`src/rtl/m_cache_refill.sv`:
```
// m_cache_refill: miss refill and invalidation sweep controller
// for a 32-line direct-mapped cache (58-bit lines: v, tag, word).
module m_cache_refill (
  input  logic        w_clk,
  input  logic        w_rst_n,
  input  logic        w_req,
  input  logic [31:0] w_adr,
  input  logic        w_hit,
  input  logic        w_flush,
  output logic        w_stall,
  output logic        w_mem_req,
  output logic [31:0] w_mem_adr,
  input  logic        w_mem_ack,
  input  logic [31:0] w_mem_rdata,
  output logic        w_we,
  output logic [4:0]  w_wadr,
  output logic [57:0] w_wd,
  output logic [31:0] w_miss_cnt
);

  typedef enum logic [1:0] {
    S_FLUSH,
    S_IDLE,
    S_MREQ,
    S_FILL
  } state_t;

  state_t      state_q, state_d;
  logic [31:0] lat_adr_q, lat_adr_d;
  logic [31:0] lat_data_q, lat_data_d;
  logic [31:0] miss_cnt_q, miss_cnt_d;
  logic [4:0]  fcnt_q, fcnt_d;
  logic        miss;

  assign miss = w_req & ~w_hit;

  always_ff @(posedge w_clk or negedge w_rst_n) begin
    if (!w_rst_n) begin
      state_q    <= S_FLUSH;
      lat_adr_q  <= '0;
      lat_data_q <= '0;
      miss_cnt_q <= '0;
      fcnt_q     <= '0;
    end else begin
      state_q    <= state_d;
      lat_adr_q  <= lat_adr_d;
      lat_data_q <= lat_data_d;
      miss_cnt_q <= miss_cnt_d;
      fcnt_q     <= fcnt_d;
    end
  end

  always_comb begin
    state_d    = state_q;
    lat_adr_d  = lat_adr_q;
    lat_data_d = lat_data_q;
    miss_cnt_d = miss_cnt_q;
    fcnt_d     = fcnt_q;
    w_we       = 1'b0;
    w_wadr     = '0;
    w_wd       = '0;
    w_mem_req  = 1'b0;
    w_mem_adr  = '0;
    unique case (state_q)
      S_FLUSH: begin
        w_we   = 1'b1;
        w_wadr = fcnt_q;
        fcnt_d = fcnt_q + 5'd1;
        if (fcnt_q == 5'd31) begin
          state_d = S_IDLE;
          fcnt_d  = '0;
        end
      end
      S_IDLE: begin
        // flush wins; a coincident miss is re-detected afterwards
        if (w_flush) begin
          state_d = S_FLUSH;
          fcnt_d  = '0;
        end else if (miss) begin
          lat_adr_d  = w_adr;
          miss_cnt_d = miss_cnt_q + 32'd1;
          state_d    = S_MREQ;
        end
      end
      S_MREQ: begin
        w_mem_req = 1'b1;
        w_mem_adr = {lat_adr_q[31:2], 2'b00};
        if (w_mem_ack) begin
          lat_data_d = w_mem_rdata;
          state_d    = S_FILL;
        end
      end
      S_FILL: begin
        w_we    = 1'b1;
        w_wadr  = lat_adr_q[6:2];
        w_wd    = {1'b1, lat_adr_q[31:7], lat_data_q};
        state_d = S_IDLE;
      end
      default: state_d = S_FLUSH;
    endcase
  end

  assign w_stall = (state_q != S_IDLE) | miss |
                   ((state_q == S_IDLE) & w_flush);

  assign w_miss_cnt = miss_cnt_q;

endmodule

```
`config.mk`:
```
export PLATFORM = sky130hd
export DESIGN_NAME = m_cache_refill
export DESIGN_NICKNAME = d
export VERILOG_FILES = /design/src/rtl/m_cache_refill.sv
export SDC_FILE = /design/constraint.sdc
export NUM_CORES = 1
export LEC_CHECK = 0
export CAP_MARGIN = 20
export CORE_ASPECT_RATIO = 2
export CORE_MARGIN = 8
export CORE_UTILIZATION = 30
export CTS_BUF_LIST = sky130_fd_sc_hd__clkbuf_4 sky130_fd_sc_hd__clkbuf_8 sky130_fd_sc_hd__clkbuf_16
export DETAILED_ROUTE_END_ITERATION = 16
export PLACE_DENSITY = 0.59
export SLEW_MARGIN = 20
export SYNTH_ARGS = -nofsm -noshare
export SYNTH_HDL_FRONTEND = slang
export SYNTH_SLANG_ARGS = --single-unit
```
`constraint.sdc`:
```
create_clock -name w_clk -period 2.5 [get_ports w_clk]
set_input_delay 0.25 -clock w_clk [delete_from_list [all_inputs] [get_ports w_clk]]
set_output_delay 0.25 -clock w_clk [all_outputs]
set_load 0.02 [all_outputs]
```
==> results.ini <==
[sta]
rsz0062_at_grt=false
report.final.slew_viol_count=0
period_share_pct=93.8
finClkSkew_ns=0.00885
tns_ns=0
max_freq_mhz=427
finalHoldViolCount=0
setup_violations=0
fin_crit_ns=2.34

[logic_synthesis]
yosys_warnings=0
post-synth-top-area-cell=dfrtp_1
synth_area_um2=4820
synth_most_common_cell=dfrtp_1
synth_seq_cells=101
synth_edf_count=0
yosysTopAreaCellShare_pct=52.4
synth_ff_type=dfrtp_1
ys_types=37
synth_area_leaders=dfrtp_1, mux2_2, and2_1, xnor2_1, ha_1
synth_async_sr_flop_share_pct=100
synth_common_cells=dfrtp_1, and2_1, mux2_2
syn_inst=412
seq_area_frac_synth_pct=52.4
synth_area_per_cell_um2=11.7

[drt]
viasPerCell=4.60
wl_mm=14.6
drc_errors=0
drt_first_iter_violations=101
vias=3760
post_drt_wl_per_cell_um=17.9
drtPass1Iterations=4
ant_nets=0

[floorplan]
start_util_pct=30.5
num_rows=65
core_um2=15800
die_h_um=195
io-pin-count=200
die_x_um=106
die_area_um2=20600

[clock_network]
clock_sinks=101
path_clk_slew_ns=0.08
cts_buffers=9
cts_max_level=3
clk_path_buf_depth=2
root_buffer=clkbuf_16
post-cts-setup-buffer-count=0
clk_latency_ns=0.34
cts_tree=yes

[setup_path]
r2r_setup_slack_ns=0.31
startpoint=state_q[0]$_DFFE_PN0P_
cp.arrival_ns=2.09
crit_path_start_kind=flip-flop
path_max_fanout=48
cp.required_ns=2.25
worstSetupPathType=reg -> out
critPathCaptureType=primary output
ff2ff_path_depth=8
regToRegStartpoint=state_q[1]$_DFFE_PN0P_
r2r-end=w_miss_cnt[29]$_DFFE_PN0P_

[run]
maxCapViolCount=0

[global_routing]
busiest_layer=met2
track_usage_pct=14.1
met2_usage_pct=26.4
grt_antenna_before_repair=0
met1_usage_pct=13.5
grtUsageMet3_pct=3.96
grt_pass1_wl_mm=22.9
grt_overflow=0
grt_start_max_net_pins=49
grt_pass1_vias=4081

[cells_and_area]
drive_above_1_share_pct=16.4
fin_cells=818
nets=690
antenna_cells=0
syn_to_final_growth_pct=52.3

[placement]
place_congestion=0.742
dp.cells=801
numPortBuffers=195
dp_hpwl_mm=11.4

[power_and_ir_drop]
ir_drop_v=0.000328
p_per_area_nw_per_um2=781
p_leak_nw=3.14

[hold_path]
worstHoldPathType=in -> async

[status]
status=finished, final reports clean

## critical path: stages, from the launching register on
cell and delay, ns:
dfrtp_1 0.43, ha_1 0.25, buf_12 0.22, a22oi_1 0.09, nor2_1 0.11, clkdlybuf4s50_1 0.64
## sequential cells by signal, indices dropped and copies added, names as in the netlist
| signal | cells |
|---|---|
| fcnt_q | 5 |
| lat_adr_q | 30 |
| lat_data_q | 32 |
| state_q | 2 |
| w_miss_cnt | 32 |
## worst max-delay path by stage
stage / end / slack (ns) / depth (start not counted)
2_1_floorplan: w_miss_cnt[28]$_DFFE_PN0P_ / 0.51 / 8
3_3_place_gp: w_miss_cnt[29]$_DFFE_PN0P_ / 0.35 / 8
3_5_place_dp: w_miss_cnt[29]$_DFFE_PN0P_ / 0.25 / 8
4_1_cts: w_wadr[4] / 0.05 / 5
5_1_grt: w_wadr[1] / 0.007 / 5
6_report: w_wadr[4] / 0.16 / 5
## cell usage in the layout (no fill, tap or decap), types with 2 or more instances in the layout
cell	netlist	routed
inv_1	6	6
dfrtp_1	101	101
clkdlybuf4s50_1	0	192
clkbuf_16	0	9
and2_1	87	87
ha_1	8	6
ha_2	0	2
nand2_1	21	21
a22o_1	2	2
o21ai_0	8	8
and4_1	3	3
nand3_1	8	8
mux2_2	63	63
conb_1	1	2
nand2b_1	3	3
nor2_1	14	14
nor3_1	2	2
nand4_1	10	10
clkinv_2	0	2
buf_12	0	2
buf_4	2	12
inv_6	0	3
xnor2_1	22	22
nor2b_1	2	2
a22oi_1	6	6
xor2_1	9	9
and3_1	4	4
## cell families (layout without fill, tap and decap cells)
kind of cell             Yosys count  in the layout  share of synthesized area, %
AO/OA/AOI/OAI                     19             19                          2.52
flip-flops                       101            101                          52.4
AND/OR/NAND/NOR                  162            162                          19.9
XOR/XNOR                          31             31                          5.63
other                              1              2                        0.0778
adder cells (fa/ha/maj)            8              8                          2.08
multiplexers                      64             64                          14.9
buffers and inverters             26            230                          2.44
## where the power goes
part	internal, mW	leakage (nW)	total [mW]	switching [mW]
logic	1.01	1.70	1.84	0.832
registers	2.19	1.30	2.53	0.341
clock network	0.693	0.142	1.36	0.665
total	3.89	3.14	5.73	1.84
## through the flow
step	hold WS [ns]	cell area [um^2]	setup WS [ns]	total power, mW	utilization (%)
after global placement	0.204	7040	0.350	4.35	44.6
after CTS	0.384	7330	0.0467	5.83	46.5
final	0.375	7340	0.156	5.73	46.5
after global routing	0.405	7340	0.00741	6.09	46.5
after floorplan	-0.0456	4820	0.514	3.58	-
after detailed placement	0.203	7040	0.254	4.44	44.6
## layer usage
layer,up-vias,part of all wire (%)
met3,26,6.0
met1,1850,35
met2,111,56
li1,1773,-
met4,0,3.7
met5,-,0
## area by class of cell
type                    count  area, um^2
fillers                  1520        8440
inverters                   6        22.5
clock inverters             7        56.3
clock buffers               9         225
flip-flops and latches    101        2530
repair buffers            208        2070
well taps                 201         251
multi-input cells         286        2180
## timing repair
| item | 4_1_cts | 5_1_grt |
|---|---|---|
| hold buffers | 1 | 0 |
| endpoints found under the hold margin | 26 | 0 |
| gates resized for setup | 0 | 3 |
| endpoints found under the setup margin | 0 | 5 |
Power figures use the tool's default switching activity.
